===== config.mk =====
export PLATFORM = sky130hd
export DESIGN_NAME = midi_msg_parser
export DESIGN_NICKNAME = d
export VERILOG_FILES = /design/src/rtl/kp_midi_pkg.sv /design/src/rtl/midi_uart_rx.sv /design/src/rtl/midi_msg_parser.sv
export SDC_FILE = /design/constraint.sdc
export NUM_CORES = 1
export LEC_CHECK = 0
export CORE_UTILIZATION = 40
export CTS_CLUSTER_SIZE = 40
export DETAILED_ROUTE_END_ITERATION = 10
export SKIP_LAST_GASP = 1
export SLEW_MARGIN = 40
export SYNTH_ARGS = -nofsm -noshare
export SYNTH_HDL_FRONTEND = slang
export SYNTH_SLANG_ARGS = --single-unit

===== constraint.sdc =====
create_clock -name clk -period 3.8 [get_ports clk]
set_clock_uncertainty 0.1 [all_clocks]
set_input_delay 0.76 -clock clk [delete_from_list [all_inputs] [get_ports clk]]
set_output_delay 0.76 -clock clk [all_outputs]
set_load 0.05 [all_outputs]

===== src/rtl/kp_midi_pkg.sv =====
// Shared constants and state types for the MIDI receive path.
// Latency: n/a (package only).
// Backpressure: n/a.
package kp_midi_pkg;

  localparam logic [3:0] ST_NOTE_OFF  = 4'h8;
  localparam logic [3:0] ST_NOTE_ON   = 4'h9;
  localparam logic [3:0] ST_CC        = 4'hB;
  localparam logic [3:0] ST_PITCH     = 4'hE;
  localparam logic [8:0] PITCH_CENTER = 9'h100;

  typedef enum logic [1:0] {P_IDLE, P_DATA1, P_DATA2} parser_state_t;

  typedef enum logic [2:0] {
    RX_WAIT_HIGH, RX_IDLE, RX_START, RX_DATA, RX_STOP
  } rx_state_t;

  function automatic logic is_voice_status(input logic [3:0] hi);
    return (hi == ST_NOTE_OFF) || (hi == ST_NOTE_ON) || (hi == ST_CC) || (hi == ST_PITCH);
  endfunction

endpackage


===== src/rtl/midi_uart_rx.sv =====
// 8N1 serial receiver: synchroniser, mid-bit sampling, byte and framing-error strobes.
// Latency: byte_vld / frame_err one cycle after the stop-bit sample.
// Backpressure: none; one strobe per frame, consumer must take it.
module midi_uart_rx import kp_midi_pkg::*; #(
  parameter int CLK_HZ = 50_000_000,
  parameter int BAUD   = 31250
) (
  input  logic       clk,
  input  logic       reset,
  input  logic       midi_rx,
  output logic [7:0] rx_byte,
  output logic       byte_vld,
  output logic       frame_err
);

  localparam int BIT_CYC  = CLK_HZ / BAUD;
  localparam int HALF_CYC = BIT_CYC / 2;
  localparam int CW       = $clog2(BIT_CYC);
  localparam logic [CW-1:0] BIT_LAST  = CW'(BIT_CYC - 1);
  localparam logic [CW-1:0] HALF_LAST = CW'(HALF_CYC - 1);

  logic          rx_meta, rx_sync;
  rx_state_t     state, state_nxt;
  logic [CW-1:0] cnt, cnt_nxt;
  logic [2:0]    bit_idx, bit_idx_nxt;
  logic [7:0]    shreg, shreg_nxt;
  logic          byte_vld_nxt, frame_err_nxt;

  // Synchroniser keeps running through reset so the line level is valid on release.
  always_ff @(posedge clk) begin
    rx_meta <= midi_rx;
    rx_sync <= rx_meta;
  end

  always_ff @(posedge clk) begin
    if (reset) begin
      state     <= RX_WAIT_HIGH;
      cnt       <= '0;
      bit_idx   <= '0;
      shreg     <= '0;
      byte_vld  <= 1'b0;
      frame_err <= 1'b0;
    end else begin
      state     <= state_nxt;
      cnt       <= cnt_nxt;
      bit_idx   <= bit_idx_nxt;
      shreg     <= shreg_nxt;
      byte_vld  <= byte_vld_nxt;
      frame_err <= frame_err_nxt;
    end
  end

  assign rx_byte = shreg;

  always_comb begin
    state_nxt     = state;
    cnt_nxt       = cnt + 1'b1;
    bit_idx_nxt   = bit_idx;
    shreg_nxt     = shreg;
    byte_vld_nxt  = 1'b0;
    frame_err_nxt = 1'b0;
    unique case (state)
      RX_WAIT_HIGH: if (rx_sync) state_nxt = RX_IDLE;
      RX_IDLE: begin
        cnt_nxt = '0;
        if (!rx_sync) state_nxt = RX_START;
      end
      RX_START: if (cnt == HALF_LAST) begin
        cnt_nxt     = '0;
        bit_idx_nxt = '0;
        state_nxt   = rx_sync ? RX_IDLE : RX_DATA;
      end
      RX_DATA: if (cnt == BIT_LAST) begin
        cnt_nxt     = '0;
        shreg_nxt   = {rx_sync, shreg[7:1]};
        bit_idx_nxt = bit_idx + 3'd1;
        if (bit_idx == 3'd7) state_nxt = RX_STOP;
      end
      RX_STOP: if (cnt == BIT_LAST) begin
        cnt_nxt = '0;
        if (rx_sync) begin
          byte_vld_nxt = 1'b1;
          state_nxt    = RX_IDLE;
        end else begin
          // Line is still low: re-arm only after it returns high.
          frame_err_nxt = 1'b1;
          state_nxt     = RX_WAIT_HIGH;
        end
      end
      default: state_nxt = RX_WAIT_HIGH;
    endcase
  end

endmodule


===== src/rtl/midi_msg_parser.sv =====
// MIDI channel-voice decoder with running status; MIDI_OMNI_EN accepts all channels.
// Latency: outputs/strobes registered one cycle after the final data byte strobe.
// Backpressure: none; strobes are single-cycle and must be consumed when seen.
module midi_msg_parser import kp_midi_pkg::*; #(
  parameter int CLK_HZ    = 50_000_000,
  parameter int BAUD      = 31250,
  parameter int FILTER_CC = 74
) (
  input  logic       clk,
  input  logic       reset,
  input  logic       midi_rx,
  input  logic [3:0] channel,
  output logic       note_on,
  output logic       note_off,
  output logic [6:0] note_number,
  output logic [6:0] velocity,
  output logic [8:0] pitch,
  output logic [2:0] filter,
  output logic       frame_err
);

  localparam logic [6:0] FCC = 7'(FILTER_CC);

  logic [7:0]    rx_byte;
  logic          byte_vld;
  logic [6:0]    d2;
  logic          chan_ok;
  parser_state_t state, state_nxt;
  logic [3:0]    run_st, run_st_nxt;
  logic [6:0]    d1, d1_nxt;
  logic          note_on_nxt, note_off_nxt;
  logic [6:0]    note_number_nxt, velocity_nxt;
  logic [8:0]    pitch_nxt;
  logic [2:0]    filter_nxt;

  midi_uart_rx #(.CLK_HZ(CLK_HZ), .BAUD(BAUD)) u_rx (
    .clk       (clk),
    .reset     (reset),
    .midi_rx   (midi_rx),
    .rx_byte   (rx_byte),
    .byte_vld  (byte_vld),
    .frame_err (frame_err)
  );

  assign d2 = rx_byte[6:0];

`ifdef MIDI_OMNI_EN
  logic unused_channel;
  assign unused_channel = ^channel;
  assign chan_ok = 1'b1;
`else
  assign chan_ok = (rx_byte[3:0] == channel);
`endif

  always_ff @(posedge clk) begin
    if (reset) begin
      state       <= P_IDLE;
      run_st      <= '0;
      d1          <= '0;
      note_on     <= 1'b0;
      note_off    <= 1'b0;
      note_number <= '0;
      velocity    <= '0;
      pitch       <= PITCH_CENTER;
      filter      <= '0;
    end else begin
      state       <= state_nxt;
      run_st      <= run_st_nxt;
      d1          <= d1_nxt;
      note_on     <= note_on_nxt;
      note_off    <= note_off_nxt;
      note_number <= note_number_nxt;
      velocity    <= velocity_nxt;
      pitch       <= pitch_nxt;
      filter      <= filter_nxt;
    end
  end

  always_comb begin
    state_nxt       = state;
    run_st_nxt      = run_st;
    d1_nxt          = d1;
    note_on_nxt     = 1'b0;
    note_off_nxt    = 1'b0;
    note_number_nxt = note_number;
    velocity_nxt    = velocity;
    pitch_nxt       = pitch;
    filter_nxt      = filter;
    if (byte_vld) begin
      if (rx_byte[7]) begin
        // Realtime bytes (F8-FF) pass through without disturbing a message in progress.
        if (rx_byte[7:3] != 5'b11111) begin
          if (is_voice_status(rx_byte[7:4]) && chan_ok) begin
            run_st_nxt = rx_byte[7:4];
            state_nxt  = P_DATA1;
          end else begin
            run_st_nxt = '0;
            state_nxt  = P_IDLE;
          end
        end
      end else begin
        unique case (state)
          P_DATA1: begin
            d1_nxt    = d2;
            state_nxt = P_DATA2;
          end
          P_DATA2: begin
            state_nxt = P_DATA1;
            unique case (run_st)
              ST_NOTE_OFF: begin
                note_number_nxt = d1;
                velocity_nxt    = d2;
                note_off_nxt    = 1'b1;
              end
              ST_NOTE_ON: begin
                note_number_nxt = d1;
                velocity_nxt    = d2;
                note_on_nxt     = (d2 != 7'd0);
                note_off_nxt    = (d2 == 7'd0);
              end
              ST_CC: if (d1 == FCC) filter_nxt = d2[6:4];
              ST_PITCH: pitch_nxt = {d2, d1[6:5]};
              default: ;
            endcase
          end
          default: ;
        endcase
      end
    end
  end

endmodule


# Yosys cells after proc, flatten, opt, wreduce, memory -nomap -nowiden
# Cells that the tools add are included.
dict set report classes {
  n_eq_ne 27
  reduce_logical 23
  n_addsub 2
  mux 23
  n_bitwise 6
}
# op count
set ops {}
lappend ops {{case mux 11 bit (3 select lines)} 1}
lappend ops {{equality test 4 bit (second input constant)} 8}
lappend ops {{2-to-1 mux 3 bit} 8}
lappend ops {{2-to-1 mux 11 bit} 2}
lappend ops {{case mux 3 bit (5 select lines)} 1}
lappend ops {{AND reduction 3 bit} 4}
lappend ops {{adder 11 x 1 -> 11 bit (second input constant)} 1}
lappend ops {{equality test 11 x 10 -> 1 bit (second input constant)} 1}
lappend ops {{equality test 11 bit (second input constant)} 1}
lappend ops {{!= test 2 x 1 -> 1 bit (second input constant)} 5}
lappend ops {{AND reduction 4 bit} 2}
lappend ops {{equality test 7 bit (second input constant)} 1}
lappend ops {{zero test 7 bit} 1}
lappend ops {{nonzero test 7 bit} 1}
lappend ops {{equality test 3 x 2 -> 1 bit (second input constant)} 2}
lappend ops {{equality test 3 bit (second input constant)} 2}
lappend ops {{2-to-1 mux 2 bit} 3}
lappend ops {{inverter 1 bit} 6}
lappend ops {{case mux 3 bit (2 select lines)} 1}
lappend ops {{AND reduction 6 bit} 1}
lappend ops {{!= test 5 bit (second input constant)} 1}
lappend ops {{AND reduction 5 bit} 1}
lappend ops {{OR reduction 5 bit} 1}
lappend ops {{equality test 4 bit} 1}
lappend ops {{other kinds (18)} 25}
dict set report totals {
  register_bits 70
  in_bits 7
  elab_cells 98
}

# Longest topological paths before layout
# Gate-level depths: netlist of the first run.
dict set report depth {
  depth_word 8
  ltp_mapped 8
}

# Cells and area by module
# A second synthesis of the first run with hierarchy kept.
dict set report unflattened {
  hier_cells 315
  area_unflattened_um2 3009.1
}
# mod cells_each n_inst seq_area_each_um2 area_each_um2
set by_module_without_submodules {}
lappend by_module_without_submodules {midi_msg_parser 165 1 820.8 1671.6}
lappend by_module_without_submodules {midi_uart_rx 150 1 580.6 1337.5}

# Worst setup path after synthesis of the first run
# No wires, ideal clock.
dict set report synth_path {
  kind {in2reg}
  startpoint {input reset}
  endpoint {register u_rx.bit_idx[2]}
  t_arrival_ns 1.578
  stages 4
  path_buffers 3
  setup_slack_ns 1.994
  required_ns 3.572
  cell_sequence {clkbuf_1 -> clkbuf_1 -> clkbuf_1 -> nor2_1}
}
# element line
set synth_rtl {}
lappend synth_rtl {{start, declared} midi_msg_parser.sv:10} ;# input logic reset,
lappend synth_rtl {{end signal, assigned} midi_uart_rx.sv:46} ;# bit_idx <= bit_idx_nxt;
lappend synth_rtl {{end, declared} midi_uart_rx.sv:25} ;# logic [2:0] bit_idx, bit_idx_nxt;
# No word-level cell between the ends.

# Worst setup path in the final report of the first run
dict set report layout_path {
  startpoint {register filter[2]}
  endpoint {output filter[2]}
}
# element line
set layout_rtl {}
lappend layout_rtl {{start, declared} midi_msg_parser.sv:18} ;# output logic [2:0] filter,
lappend layout_rtl {{start signal, assigned} midi_msg_parser.sv:75} ;# filter <= filter_nxt;
# No word-level cell between the ends.

==> results of run 1 <==
==> cell families (layout without fill, tap and decap cells) <==
| kind of cell | after synthesis | in the layout | share of synthesized area [%] |
|---|---|---|---|
| buffers and inverters | 31 | 59 | 5.202 |
| AO/OA/AOI/OAI | 49 | 49 | 10.81 |
| XOR/XNOR | 14 | 14 | 3.952 |
| multiplexers | 30 | 30 | 9.677 |
| adder cells (fa/ha/maj) | 5 | 5 | 2.016 |
| flip-flops | 70 | 70 | 45.16 |
| AND/OR/NAND/NOR | 128 | 128 | 23.19 |
==> flip-flops by register name, indices dropped and copies added, names as in the netlist <==
name,flops
u_rx.frame_err,1
note_on,1
u_rx.state,3
run_st,4
note_off,1
u_rx.rx_sync,1
filter,3
u_rx.bit_idx,3
u_rx.rx_meta,1
note_number,7
u_rx.cnt,11
u_rx.rx_byte,8
pitch,9
velocity,7
state,2
d1,7
u_rx.byte_vld,1
==> stage by stage <==
step | hold WS (ns) | util [%] | cell area [um^2]
CTS | 0.2347 | 49.46 | 3645
global route | 0.2414 | 49.47 | 3646
floorplan | 0.2096 | - | 3103
detailed placement | 0.2157 | 46.77 | 3447
finish | 0.2328 | 49.47 | 3646
global placement | 0.2109 | 46.74 | 3445
==> cells in the mapped netlist, types with 2 or more instances <==
cell / n / area [um^2]
nand3_1: 13 / 65.06
buf_2: 8 / 40.04
a211o_1: 3 / 26.28
nand3b_1: 2 / 15.01
o2111ai_1: 2 / 17.52
buf_1: 2 / 7.510
and4_1: 5 / 43.79
nor2b_1: 9 / 56.30
o21ai_0: 13 / 65.06
nand2_1: 13 / 48.80
ha_1: 5 / 62.56
xnor2_1: 5 / 43.79
or3_1: 3 / 18.77
nor3b_2: 2 / 25.02
dfxtp_1: 70 / 1401
inv_1: 7 / 26.28
a21oi_1: 17 / 85.08
a32oi_1: 2 / 17.52
mux2i_1: 30 / 300.3
or4_1: 3 / 22.52
nand4_1: 11 / 68.82
xor2_1: 9 / 78.83
or2_2: 2 / 12.51
clkbuf_1: 10 / 37.54
nor3_1: 4 / 20.02
nor2_1: 44 / 165.2
nor3b_1: 5 / 37.54
nand2b_1: 2 / 12.51
buf_6: 2 / 22.52
nor4bb_1: 2 / 20.02
==> metal layers <==
metal  track usage [%]  routed length [um]  up-vias
met2             27.48                2995       42
li1                  -                   -     1200
met1             21.33                3168     1135
met5                 0                   0        -
met4             7.527                  82        0
met3             3.976                 236        7
==> area by class of cell <==
cell class	count	area share, %
flip-flops and latches	70	38.43
inverters	7	0.7207
multi-input cells	226	42.28
repair buffers	36	9.746
clock buffers	9	3.397
clock inverters	7	2.025
well taps	99	3.397
==> how the worst max path moves through the flow <==
stage	to	cells past startpoint	start
2_1_floorplan	u_rx.bit_idx[2]	4	reset
3_3_place_gp	state[0]	5	channel[2]
3_5_place_dp	state[0]	5	channel[3]
4_1_cts	velocity[1]	1	velocity[1]
5_1_grt	u_rx.bit_idx[0]	5	u_rx.cnt[0]
6_report	filter[2]	1	filter[2]
==> power groups by stage <==
| stage | clock network (mW) | registers [mW] | logic (mW) |
|---|---|---|---|
| 2_1_floorplan | 0 | 0.778 | 0.116 |
| 3_3_place_gp | 0 | 0.804 | 0.116 |
| 3_5_place_dp | 0 | 0.804 | 0.118 |
| 4_1_cts | 0.615 | 0.787 | 0.117 |
| 5_1_grt | 0.649 | 0.793 | 0.131 |
| 6_report | 0.605 | 0.787 | 0.116 |
==> summary.md, run 1 <==
| Metric | Value |
|---|---|
| Status | `complete, no violations` |
| Slew HR | `52.40%` |
| Post-synth net total | `339` |
| Slew Viols, Final | `0` |
| Sw power | `0.3997 mW` |
| Rows | `31` |
| Number of instances in the placed design | `438` |
| Post-CTS sizing | `0` |
| Crit path max-delay cell type | `clkdlybuf4s50_1` |
| Hold crit path type | `reg2reg` |
| CTS tree | `built` |
| Final total power | `1.507 mW` |
| CP top delay family | `buffers and inverters` |
| Footprint of the multi-input gates | `1541 um^2` |
| Pwr/cell area | `413.4 nW/um^2` |
| Cell Area, Synth | `3103 um^2` |
| Storage element area | `1401 um^2` |
| TNS Setup | `0 ns` |
| Worst EP arrival | `1.51 ns` |
| Buffers & Inverters on Critical Path | `1` |
| Via Count | `2,384` |
| Initial antenna violation count | `0` |
| Root Driver | `clkbuf_8` |
| Setup bufs post-CTS | `0` |
| Place WS | `1.379 ns` |
| Yosys cell types | `52` |
| Ys async rst share | `0%` |
| Hold Path Origin | `u_rx.rx_meta` |
| Final Cycle Share | `62.26%` |
| Leak | `1.443 nW` |
| H-Tree Depth | `3` |
| FMAX | `422.7 MHz` |
| Post-Layout Cell Count | `454` |
| Full die area | `8114 um^2` |
| Pin count of the biggest net entering global routing | `62` |
| Internal power | `1.108 mW` |
| Vias in the first global route | `2,248` |
| Fill count | `702` |
| Hold depth | `0` |
| Worst path cell trace | `clkdlybuf4s50_1` |
| Final Setup Violations | `0` |
| Total GRT Usage | `16.93%` |
| EDFF count, synth | `0` |
| Max-Cap Viols | `0` |
| RSZ-0062 raised after global routing | `no` |
| Via density | `5.251` |
| First-pass GRT wire length | `10.92 mm` |
| Net count, final | `362` |
| IR drop worst, VDD | `0.2597 mV` |
| PortBufs | `35` |
| Reg2reg end | `u_rx.bit_idx[0]` |
| Antenna Violating Nets Remaining | `0` |
| Crit path time final | `2.366 ns` |
| Worst Hold End | `u_rx.rx_sync` |
| Crit end category | `output port` |
| Top FF cell, synth | `dfxtp_1` |
| Die Wd | `90.08 um` |
| Reg2reg start | `u_rx.cnt[0]` |
| Yosys reg bits | `70` |
| Switching share of total power | `26.52%` |
| Sequential Power Share | `52.2%` |
| Syn-to-layout area delta | `17.50%` |
| Logic pwr share | `7.7%` |
| First-pass detailed-route iteration total | `4` |
| I/O Pins | `36` |
| Final global-route overflow total | `0` |
| Worst-path clk slew | `0.08 ns` |
| CP max stage delay | `0.82 ns` |
| Worst EP required | `2.94 ns` |
| R2R Setup Slk | `1.48 ns` |
| Ys Warns | `0` |
| Number of cells on the worst reg-to-reg path | `5` |
| CTS buffer count | `9` |
| WL final | `6.483 mm` |
| Number of antenna diodes | `0` |
| DRC | `0` |
| Clock Power Share | `40.1%` |
| CP Class | `reg2out` |
| Initial Util | `42.11%` |
| Initial DRC Count | `95` |
| Min setup slack post-route | `1.434 ns` |
| Estimated wirelength of the detail-placed design | `4.251 mm` |
| CP Launch Type | `flop` |
| # clock sinks | `70` |
| Hold Violations, Final | `0` |
| Core ar. | `7370 um^2` |
| Commonest non-fill, non-tap cell in the layout | `dfxtp_1` |
| Share of layout cells above drive strength 1 | `8.451%` |
| Clk buf depth | `2` |
| WL/cell | `14.28 um` |
| Mean area per synthesized cell | `9.489 um^2` |
| Hold_buf cts | `0` |
| Worst Tran Pin Value | `0.7129 ns` |
| Clk_lat worst skew | `0.35 ns` |
| CP max FO | `2` |
| Routability Congestion | `0.7306` |
| Die H | `90.08 um` |
| Post-synthesis cell count | `327` |
| Commonest non-fill, non-tap cells in the layout | `70 x dfxtp_1, 44 x nor2_1, 34 x clkdlybuf4s50_1` |
| Sequential fraction of the synthesis area | `45.16%` |
Power figures use the tool's default switching activity.
==> inputs of run 2 (changes only) <==
- clock period: 3.8 -> 2.15 ns (I/O delays scaled with it)
==> summary.md, run 2 (same netlist as run 1, synthesis figures left out) <==
| Metric | Value |
|---|---|
| Hold crit path type | `reg2reg` |
| Core ar. | `7370 um^2 (unchanged)` |
| # clock sinks | `70 (unchanged)` |
| CP max stage delay | `0.81 ns (about the same)` |
| PortBufs | `35 (unchanged)` |
| Root Driver | `clkbuf_8` |
| Setup bufs post-CTS | `0 (unchanged)` |
| Share of layout cells above drive strength 1 | `10.19% (+1.7 points)` |
| Crit path time final | `2.052 ns` |
| Worst Tran Pin Value | `0.7217 ns (+0.008842 ns)` |
| Clk_lat worst skew | `0.35 ns (about the same)` |
| CP Launch Type | `flop` |
| RSZ-0062 raised after global routing | `no` |
| Hold Violations, Final | `0 (unchanged)` |
| Fill count | `720 (+2.6%)` |
| First-pass detailed-route iteration total | `7 (+3)` |
| Vias in the first global route | `2,302 (+2.4%)` |
| Commonest non-fill, non-tap cells in the layout | `70 x dfxtp_1, 44 x nor2_1, 34 x clkdlybuf4s50_1` |
| Slew Viols, Final | `0 (unchanged)` |
| Worst EP required | `1.62 ns (-1.32 ns)` |
| I/O Pins | `36 (unchanged)` |
| Post-CTS sizing | `0 (unchanged)` |
| Final Cycle Share | `95.44%` |
| Rows | `31 (unchanged)` |
| Number of antenna diodes | `0 (unchanged)` |
| WL final | `6.661 mm (+2.7%)` |
| Worst EP arrival | `1.52 ns (about the same)` |
| Buffers & Inverters on Critical Path | `1 (unchanged)` |
| IR drop worst, VDD | `0.3538 mV (+36%)` |
| Total GRT Usage | `17.70% (+0.77 points)` |
| Commonest non-fill, non-tap cell in the layout | `dfxtp_1` |
| CP Class | `reg2out` |
| Final total power | `2.706 mW (+80%)` |
| H-Tree Depth | `3 (unchanged)` |
| Die Wd | `90.08 um (unchanged)` |
| Crit end category | `output port` |
| First-pass GRT wire length | `11.39 mm (+4.4%)` |
| Hold_buf cts | `0 (unchanged)` |
| Final global-route overflow total | `0 (unchanged)` |
| Leak | `1.485 nW (+2.9%)` |
| Min setup slack post-route | `0.09800 ns (-1.336 ns)` |
| Syn-to-layout area delta | `19.60%` |
| Initial antenna violation count | `0 (unchanged)` |
| Clk buf depth | `2 (unchanged)` |
| DRC | `0 (unchanged)` |
| Final core occ | `50.36% (+0.88 points)` |
| Worst-path clk slew | `0.07 ns (about the same)` |
| Worst path cell trace | `clkdlybuf4s50_1` |
| Max FFs per register | `11 (unchanged)` |
| Die H | `90.08 um (unchanged)` |
| Estimated wirelength of the detail-placed design | `4.460 mm (+4.9%)` |
| Initial DRC Count | `73 (-23%)` |
| Hold slack | `0.2301 ns (-0.002765 ns)` |
| Antenna Violating Nets Remaining | `0 (unchanged)` |
| Place WS | `0.2468 ns (-1.132 ns)` |
| WL/cell | `14.42 um (+0.97%)` |
| Via Count | `2,445 (+2.6%)` |
| CP max FO | `2 (unchanged)` |
| Slew HR | `51.81% (-0.59 points)` |
| Initial Util | `42.11% (unchanged)` |
| CTS buffer count | `9 (unchanged)` |
| Pwr/cell area | `729.1 nW/um^2 (+76%)` |
| Via density | `5.292 (+0.78%)` |
| Status | `complete, no violations` |
| Pin count of the biggest net entering global routing | `55 (-11%)` |
| Final Setup Violations | `0 (unchanged)` |
| FMAX | `487.3 MHz` |
| CTS tree | `built` |
| Full die area | `8114 um^2 (unchanged)` |
| Crit path max-delay cell type | `clkdlybuf4s50_1` |
| CP top delay family | `buffers and inverters` |
| Net count, final | `370 (+2.2%)` |
| Routability Congestion | `0.7867 (+7.7%)` |
| Largest Register | `u_rx.cnt` |
| TNS Setup | `0 ns (unchanged)` |
| Max-Cap Viols | `0 (unchanged)` |
==> run 2: cell count changes in the layout (fill, tap and decap cells not counted), sizes merged <==
cell | before | now
clkbuf | 9 | 10
clkinv | 4 | 3
buf | 2 | 10
==> run 2: per-layer routing <==
layer / GRT usage (%) / vias up / wire [um]
met5: 0 / - / 0
met4: 10.22 / 0 / 121
met3: 3.553 / 12 / 351
met2: 26.91 / 56 / 2987
met1: 23.28 / 1155 / 3200
li1: - / 1222 / -
==> run 2: worst paths after layout <==
kind / from / to / slack [ns] / cells past startpoint
setup / recovery: velocity[6] / velocity[6] / 0.1 / 1
hold / removal: u_rx.rx_meta / u_rx.rx_sync / 0.23 / 0
setup reg to reg: u_rx.cnt[0] / u_rx.rx_byte[4] / 0.26 / 6
hold reg to reg: u_rx.rx_meta / u_rx.rx_sync / 0.23 / 0
==> run 2: power breakdown <==
group / switching, mW / total (mW) / internal (mW)
Sequential: 0.0620 / 1.39 / 1.33
Combinational: 0.121 / 0.212 / 0.0910
Clock: 0.531 / 1.10 / 0.573
Total: 0.713 / 2.71 / 1.99
==> run 2: final cells by class <==
cell class / count / area [um^2] / share of cell area, %
Multi-Input combinational cell: 226 / 1540 / 41.50
Clock inverter: 6 / 68.82 / 1.854
Timing Repair Buffer: 44 / 412.9 / 11.13
Inverter: 7 / 26.28 / 0.7080
Tap cell: 99 / 123.9 / 3.338
Sequential cell: 70 / 1401 / 37.76
Clock buffer: 10 / 137.6 / 3.709
==> run 2: metrics by stage <==
stage                     cell area [um^2]  std cells
after floorplan                       3103        327
after global placement                3505        446
after detailed placement              3505        446
after CTS                             3711        462
after global routing                  3711        462
final                                 3711        462
==> inputs of run 3 (changes only) <==
- MAX_ROUTING_LAYER: unset -> met4
==> summary.md, run 3 (same netlist as run 1, synthesis figures left out) <==
| Metric | Value |
|---|---|
| Max FFs per register | `11 (unchanged)` |
| RSZ-0062 raised after global routing | `no` |
| First-pass detailed-route iteration total | `6 (-1)` |
| Via Count | `2,432 (-0.53%)` |
| IR drop worst, VDD | `0.3545 mV (+0.19%)` |
| Final Setup Violations | `0 (unchanged)` |
| Worst EP required | `1.62 ns (about the same)` |
| Clk_lat worst skew | `0.35 ns (about the same)` |
| Antenna Violating Nets Remaining | `0 (unchanged)` |
| WL final | `6.689 mm (+0.42%)` |
| Worst-path clk slew | `0.08 ns (about the same)` |
| Setup bufs post-CTS | `0 (unchanged)` |
| Final global-route overflow total | `0 (unchanged)` |
| Estimated wirelength of the detail-placed design | `4.460 mm (unchanged)` |
| CTS buffer count | `9 (unchanged)` |
| Worst path cell trace | `clkdlybuf4s50_1` |
| Slew HR | `50.93% (-0.88 points)` |
| Syn-to-layout area delta | `19.60% (unchanged)` |
| PortBufs | `35 (unchanged)` |
| Crit end category | `output port` |
| Vias in the first global route | `2,309 (+0.30%)` |
| Hold crit path type | `reg2reg` |
| DRC | `0 (unchanged)` |
| Final Cycle Share | `95.25% (-0.19 points)` |
| First-pass GRT wire length | `11.37 mm (-0.18%)` |
| Root Driver | `clkbuf_8` |
| Crit path time final | `2.048 ns (-0.004021 ns)` |
| Final core occ | `50.36% (unchanged)` |
| Net count, final | `370 (unchanged)` |
| Slew Viols, Final | `0 (unchanged)` |
| Leak | `1.485 nW (unchanged)` |
| Via density | `5.264 (-0.53%)` |
| Pwr/cell area | `728.9 nW/um^2 (about the same)` |
| Full die area | `8114 um^2 (unchanged)` |
| Worst Tran Pin Value | `0.7349 ns (+0.01313 ns)` |
| Initial antenna violation count | `0 (unchanged)` |
| Initial DRC Count | `84 (+15%)` |
| Initial Util | `42.11% (unchanged)` |
| Final total power | `2.705 mW (about the same)` |
| Pin count of the biggest net entering global routing | `55 (unchanged)` |
| Hold_buf cts | `0 (unchanged)` |
| Place WS | `0.2468 ns (unchanged)` |
| Die Wd | `90.08 um (unchanged)` |
| Commonest non-fill, non-tap cells in the layout | `70 x dfxtp_1, 44 x nor2_1, 34 x clkdlybuf4s50_1` |
| Status | `complete, no violations` |
| Fill count | `720 (unchanged)` |
| TNS Setup | `0 ns (unchanged)` |
| CP Launch Type | `flop` |
| Largest Register | `u_rx.cnt` |
| CP max FO | `2 (unchanged)` |
| Core ar. | `7370 um^2 (unchanged)` |
| # clock sinks | `70 (unchanged)` |
| Commonest non-fill, non-tap cell in the layout | `dfxtp_1` |
| Number of antenna diodes | `0 (unchanged)` |
| H-Tree Depth | `3 (unchanged)` |
| WL/cell | `14.48 um (+0.42%)` |
| FMAX | `488.3 MHz (+0.20%)` |
| Clk buf depth | `2 (unchanged)` |
| CP max stage delay | `0.81 ns (about the same)` |
| CP Class | `reg2out` |
| Hold Violations, Final | `0 (unchanged)` |
| I/O Pins | `36 (unchanged)` |
| Share of layout cells above drive strength 1 | `10.19% (unchanged)` |
| Rows | `31 (unchanged)` |
| CP top delay family | `buffers and inverters` |
| Min setup slack post-route | `0.1020 ns (+0.004021 ns)` |
| Max-Cap Viols | `0 (unchanged)` |
| Post-CTS sizing | `0 (unchanged)` |
| Die H | `90.08 um (unchanged)` |
| Routability Congestion | `0.7978 (+1.4%)` |
| CTS tree | `built` |
| Total GRT Usage | `18.16% (+0.46 points)` |
| Worst EP arrival | `1.52 ns (about the same)` |
| Crit path max-delay cell type | `clkdlybuf4s50_1` |
| Buffers & Inverters on Critical Path | `1 (unchanged)` |
[run 3: cell counts in the layout (fill, tap and decap cells not counted)]
No cell type changed its count.
[run 3: power by group]
part / switching [mW] / internal [mW]
clock network: 0.529 / 0.573
logic: 0.120 / 0.0910
registers: 0.0624 / 1.33
total: 0.712 / 1.99
[run 3: per-layer routing]
metal	track usage [%]	wire, um	part of all wire (%)	vias to the layer above
met5	-	0	0	-
met4	10.22	159	2.4	0
met3	3.299	291	4.4	14
met2	26.97	3023	45	53
met1	23.22	3215	48	1143
li1	-	-	-	1222
[run 3: final cells by class]
type	count	area, um^2	share of cell area (%)
repair buffers	44	412.9	11.13
inverters	7	26.28	0.7080
flip-flops and latches	70	1401	37.76
clock inverters	6	68.82	1.854
well taps	99	123.9	3.338
multi-input cells	226	1540	41.50
clock buffers	10	137.6	3.709
[run 3: worst paths after layout]
path,end,startpoint,depth (start not counted),slack [ns]
setup / recovery,filter[2],filter[2],1,0.10
hold / removal,u_rx.rx_sync,u_rx.rx_meta,0,0.23
setup reg to reg,u_rx.rx_byte[4],u_rx.cnt[0],6,0.27
hold reg to reg,u_rx.rx_sync,u_rx.rx_meta,0,0.23
[run 3: per-stage QoR]
stage	hold WS, ns	cells	cell area (um^2)
after floorplan	0.2096	327	3103
after global placement	0.2117	446	3505
after detailed placement	0.2138	446	3505
after CTS	0.2309	462	3711
after global routing	0.2358	462	3711
final	0.2299	462	3711
